--- config.mk ---
export PLATFORM = sky130hd
export DESIGN_NAME = systolic_result_drain
export DESIGN_NICKNAME = d
export VERILOG_FILES = /design/src/rtl/systolic_result_drain.sv
export SDC_FILE = /design/constraint.sdc
export NUM_CORES = 1
export LEC_CHECK = 0
export ABC_AREA = 1
export CORE_MARGIN = 10
export CORE_UTILIZATION = 45
export CTS_BUF_LIST = sky130_fd_sc_hd__clkbuf_16
export CTS_CLUSTER_DIAMETER = 80
export CTS_CLUSTER_SIZE = 14
export DETAILED_ROUTE_END_ITERATION = 8
export PLACE_DENSITY = 0.68
export SYNTH_ARGS = -nofsm -noshare
export SYNTH_HDL_FRONTEND = slang
export SYNTH_SLANG_ARGS = --single-unit
--- constraint.sdc ---
create_clock -name i_clk -period 1.58 [get_ports i_clk]
set_input_delay 0.237 -clock i_clk [delete_from_list [all_inputs] [get_ports i_clk]]
set_output_delay 0.237 -clock i_clk [all_outputs]
set_load 0.01 [all_outputs]
--- src/rtl/systolic_result_drain.sv ---
// rtl/systolic_result_drain.sv - ping-pong capture buffer draining an NxN result matrix row-major
// Captures one armed result matrix per arm into a free bank and streams it one element per beat.
module systolic_result_drain #(
  parameter int N      = 4,
  parameter int ELEM_W = 16
) (
  input  logic                    i_clk,
  input  logic                    i_arst_n,
  input  logic                    i_validInput,
  input  logic                    i_validResult,
  input  logic [N*N*ELEM_W-1:0]   i_c,
  output logic [ELEM_W-1:0]       o_data,
  output logic [$clog2(N)-1:0]    o_row,
  output logic [$clog2(N)-1:0]    o_col,
  output logic                    o_valid,
  output logic                    o_last,
  input  logic                    i_ready,
  output logic                    o_overflow,
  input  logic                    i_clearOverflow
);

  localparam int NE    = N * N;
  localparam int IDX_W = $clog2(NE);
  localparam int RC_W  = $clog2(N);
  localparam logic [IDX_W-1:0] LAST_IDX = IDX_W'(NE - 1);

  typedef logic [NE-1:0][ELEM_W-1:0] bank_t;

  bank_t            bank0_q;
  bank_t            bank1_q;
  logic [1:0]       full_q;
  logic [1:0]       full_d;
  logic             wr_q;
  logic             rd_q;
  logic [IDX_W-1:0] idx_q;
  logic             armed_q;
  logic             overflow_q;

  bank_t rd_bank;
  logic  transfer;
  logic  last_beat;
  logic  final_xfer;
  logic  capture_req;
  logic  bank_free;
  logic  do_capture;
  logic  drop;

  always_comb begin
    rd_bank     = rd_q ? bank1_q : bank0_q;
    o_valid     = full_q[rd_q];
    transfer    = o_valid & i_ready;
    last_beat   = (idx_q == LAST_IDX);
    o_last      = o_valid & last_beat;
    final_xfer  = transfer & last_beat;
    capture_req = i_validResult & armed_q;
    // A bank draining its final beat this cycle can be refilled on the same edge.
    bank_free   = ~full_q[wr_q] | (final_xfer & (rd_q == wr_q));
    do_capture  = capture_req & bank_free;
    drop        = capture_req & ~bank_free;
    o_data      = rd_bank[idx_q];
    o_row       = RC_W'(idx_q / N);
    o_col       = RC_W'(idx_q % N);
    o_overflow  = overflow_q;
  end

  // Capture sets after the drain clears, so a same-bank refill stays full.
  always_comb begin
    full_d = full_q;
    if (final_xfer) full_d[rd_q] = 1'b0;
    if (do_capture) full_d[wr_q] = 1'b1;
  end

  always_ff @(posedge i_clk or negedge i_arst_n) begin
    if (!i_arst_n) begin
      bank0_q    <= '0;
      bank1_q    <= '0;
      full_q     <= 2'b00;
      wr_q       <= 1'b0;
      rd_q       <= 1'b0;
      idx_q      <= '0;
      armed_q    <= 1'b0;
      overflow_q <= 1'b0;
    end else begin
      full_q <= full_d;

      if (do_capture) begin
        if (wr_q) bank1_q <= i_c;
        else      bank0_q <= i_c;
        wr_q <= ~wr_q;
      end

      if (final_xfer) begin
        rd_q  <= ~rd_q;
        idx_q <= '0;
      end else if (transfer) begin
        idx_q <= idx_q + IDX_W'(1);
      end

      if (i_validInput)     armed_q <= 1'b1;
      else if (capture_req) armed_q <= 1'b0;

      if (drop)                 overflow_q <= 1'b1;
      else if (i_clearOverflow) overflow_q <= 1'b0;
    end
  end

endmodule

==> reports/summary.txt <==
=====================================================================================================
Status ................................................................................. finished, violations left
Failing checks ......................................................................... setup timing
Final Hold Violating Endpoints .........................................................            0
Most Frequent Cell on Critical Path ....................................................      nand2_1
Count of flip-flops with a built-in enable after synthesis .............................            0
Number of pins with negative max-slew slack in the final report ........................            0
Synth Area in Simple Gates .............................................................        44.1%
Total wirelength of the detailed-routed design .........................................       112 mm
CP startpoint ..........................................................................         rd_q
CTS tree ...............................................................................          yes
Data arrival time of the critical path .................................................      2.52 ns
Power density over the cells ...........................................................  2360 mW/mm2
Share of post-route cells with drive strength above 1 ..................................        19.3%
Post-synthesis share of cell area spent on full adders, half adders and majority gates .      0.0467%
Post-layout worst setup margin .........................................................     -1.17 ns
Number of H-tree levels ................................................................            2
Syn avg cell area ......................................................................     7.55 um2
Cell Count Post-Placement ..............................................................         4529
Shortest period the worst path allows ..................................................      2.75 ns
Kind of start point of the critical path ...............................................         flop
Cell depth of the worst flop-to-flop path ..............................................           16
Worst-case register-to-register setup slack ............................................     -0.98 ns
Area of the multi-input gates ..........................................................   0.0129 mm2
Worst-skew pair later-pin latency ......................................................      0.61 ns
Category of the critical setup timing path ............................................. flop to output pin
Die outline area .......................................................................   0.0696 mm2
Via count ..............................................................................        28.4k
Area growth syn-to-layout ..............................................................        41.3%
Total Power ............................................................................      89.1 mW
Standby leakage power ..................................................................      18.7 nW
Global-route congestion overflow total .................................................            0
Most frequent cells in the layout ...................................................... nand2_1, dfrtp_1, nand4_1
Number of buffers created by CTS .......................................................           44
Initial cell density of the core .......................................................        45.4%
Slew @ Worst Pin .......................................................................     0.637 ns
Largest family of logic cells by synthesized area ...................................... simple AND/OR/NAND/NOR gates
Crit path cell chain ................................................................... buf_12 -> buf_12 -> clkbuf_16 -> nand2_1 -> nand3_1 -> nand3_2 -> nand2_2 -> nand2_1 -> nand2_1 -> nand2_1 -> nand2_2 -> buf_6
Stage delay of the slowest cell on the critical path ...................................      0.59 ns
CTS Buffer Depth .......................................................................            3
Clock root cell ........................................................................    clkbuf_16
Crit path capture ......................................................................    o_data[3]
Clock tree sinks .......................................................................          522
Routed vias/inst .......................................................................         6.00
Core footprint .........................................................................   0.0589 mm2
Worst-case hold slack ..................................................................    0.0552 ns
Mapped Area ............................................................................   0.0268 mm2
Number of standard cells after synthesis ...............................................         3547
Vias in the first global route .........................................................        28.0k
Global-route total usage across every layer ............................................        30.7%
Mux share of post-synthesis cell area ..................................................           0%
Net count of the mapped netlist ........................................................         3810
Die Height .............................................................................       264 um
Worst R2R Start ........................................................................     idx_q[0]
Headroom to the max-slew limit .........................................................        57.5%
HPWL after DPL .........................................................................      63.8 mm
Number of distinct standard cells referenced by the synthesized netlist ................           28
Clock Skew .............................................................................    0.0355 ns
Setup repair after global routing missed its margin ....................................         true
Die extent in x ........................................................................       264 um
Number of non-filler instances in the completed layout .................................         4742
Area occupied by registers .............................................................   0.0131 mm2
Standard-cell row count ................................................................           89
Maximum fanout encountered on the critical timing path .................................            8
Sequential area share after synthesis ..................................................        48.8%
Number of I/O pins .....................................................................          285
Clock-pin slew on the worst setup and hold paths .......................................      0.07 ns
Wire length of the first global-routing pass ...........................................       170 mm
Finish-stage setup viols ...............................................................          544
Detailed Routing Iterations Pass 1 .....................................................            5
Worst vdd ir ...........................................................................      1.72 mV
#FFs+latches synth .....................................................................          522
Pin count of the biggest net entering global routing ...................................          115
Req. time, crit path ...................................................................      1.34 ns
Initial DRC count ......................................................................         3492
Remaining routing DRC violations .......................................................            0
Initial antenna violation count ........................................................            2
Synthesized-area fraction occupied by ao, oa, aoi and oai cells ........................       0.164%
Synth Area in XOR/XNOR .................................................................      0.0982%
Post-detailed-route wirelength per cell ................................................      23.6 um
Port buffer count ......................................................................          284
End of the worst register-to-register path .............................................  bank0_q[52]
Fill count .............................................................................         4775
Yosys synthesis warning count ..........................................................            0
Final ANT Viol Nets ....................................................................            0
Main flop type after synthesis .........................................................      dfrtp_1
Master of the slowest instance on the critical path ....................................      dfrtp_4
Leading cell type in the layout, fill and taps excluded ................................      nand2_1
Max-cap violation count ................................................................            0
Share of the clock period used by the worst path after layout ..........................         174%
Synth async-reset ratio ................................................................         100%
Net count, final .......................................................................         4222
Maximum operating frequency ............................................................      363 MHz
GPL Wtd Cong ...........................................................................        0.857
CP Capture Type ........................................................................   output pin
Min-delay worst type ................................................................... primary input to async pin
=====================================================================================================
cells in the mapped netlist, types with 2 or more instances:
| cell type | number | share of area (%) |
|---|---|---|
| nor2_1 | 3 | 0.042 |
| inv_2 | 2 | 0.028 |
| clkbuf_1 | 140 | 2.0 |
| nand2_2 | 3 | 0.070 |
| inv_1 | 8 | 0.11 |
| a21oi_1 | 3 | 0.056 |
| nand2_1 | 1756 | 25 |
| nand4_1 | 512 | 12 |
| buf_6 | 37 | 1.6 |
| o21ai_0 | 3 | 0.056 |
| dfrtp_1 | 522 | 49 |
| buf_2 | 108 | 2.0 |
| buf_1 | 33 | 0.46 |
| xor2_1 | 2 | 0.065 |
| buf_8 | 2 | 0.11 |
| nand3_1 | 386 | 7.2 |
| nand3_2 | 2 | 0.075 |
| buf_4 | 15 | 0.42 |
worst max-delay path: cells and delay by family (launching register included):
family | cells | cell delay (ns)
flops | 1 | 0.59
simple gates | 8 | 0.63
buf+inv | 4 | 0.65
metrics by stage:
stage               setup slack (ns)  TNS, ns  util [%]  cell area (um2)
global placement               -1.21  -376.74      54.2            31900
floorplan                    -0.0746   -27.10         -            27100
detailed placement             -1.19  -381.28      54.2            31900
finish                         -1.17  -480.50      64.2            37800
global route                   -1.22  -523.99      64.2            37800
CTS                            -1.15  -456.28      62.9            37000
layer usage:
metal | track usage [%] | part of all wire [%]
met2 | 48.1 | 46
met5 | 0 | 0.0098
met1 | 40.4 | 39
met4 | 16.2 | 5.9
met3 | 4.90 | 9.6
final cells by class:
type	count	area share, %
clock buffer	45	2.98
tap	773	2.56
timing repair buffer	701	25.3
timing repair inverter	1	0.0430
inverter	11	0.202
sequential	522	34.6
antenna	2	0.0132
multi-input combinational	2678	34.1
clock inverter	9	0.232
cell families (layout without fill, tap and decap cells):
| logic type | Yosys count | after routing |
|---|---|---|
| xor gates and xnor gates | 3 | 3 |
| buffers and inverters | 347 | 767 |
| adders and majority gates | 1 | 1 |
| other | 0 | 2 |
| AOI/OAI and AO/OA | 8 | 8 |
| and+or+nand+nor | 2666 | 2666 |
| DFF | 522 | 522 |
sequential cells by signal, summed over array words and instances, names as in the netlist:
signal      flops
bank1_q       256
wr_q            1
rd_q            1
idx_q           4
bank0_q       256
armed_q         1
full_q          2
o_overflow      1
worst min path at each step:
stage,to,cells past startpoint,slack [ns],startpoint
global route,bank1_q[202],2,0.08,i_arst_n
finish,bank1_q[219],2,0.06,i_arst_n
CTS,bank1_q[202],2,0.05,i_arst_n
global placement,bank1_q[202],1,0.09,i_arst_n
detailed placement,bank1_q[202],1,0.09,i_arst_n
floorplan,armed_q,0,-0.06,i_arst_n
report_power, final:
group	total [mW]	switching (mW)	internal (mW)
clock	10.4	5.18	5.25
sequential	23.2	3.81	19.4
combinational	55.5	30.5	24.9
total	89.1	39.5	49.6
what timing repair did:
action / CTS / global route
cloned: 80 / 10
hold buffers: 1 / 0
pin swaps: 68 / 57
endpoints found under the hold margin: 262 / 0
gates resized for setup: 364 / 170
endpoints found under the setup margin: 543 / 544
buffers inserted: 70 / 2
No activity file was read; power rests on OpenSTA's default activity.
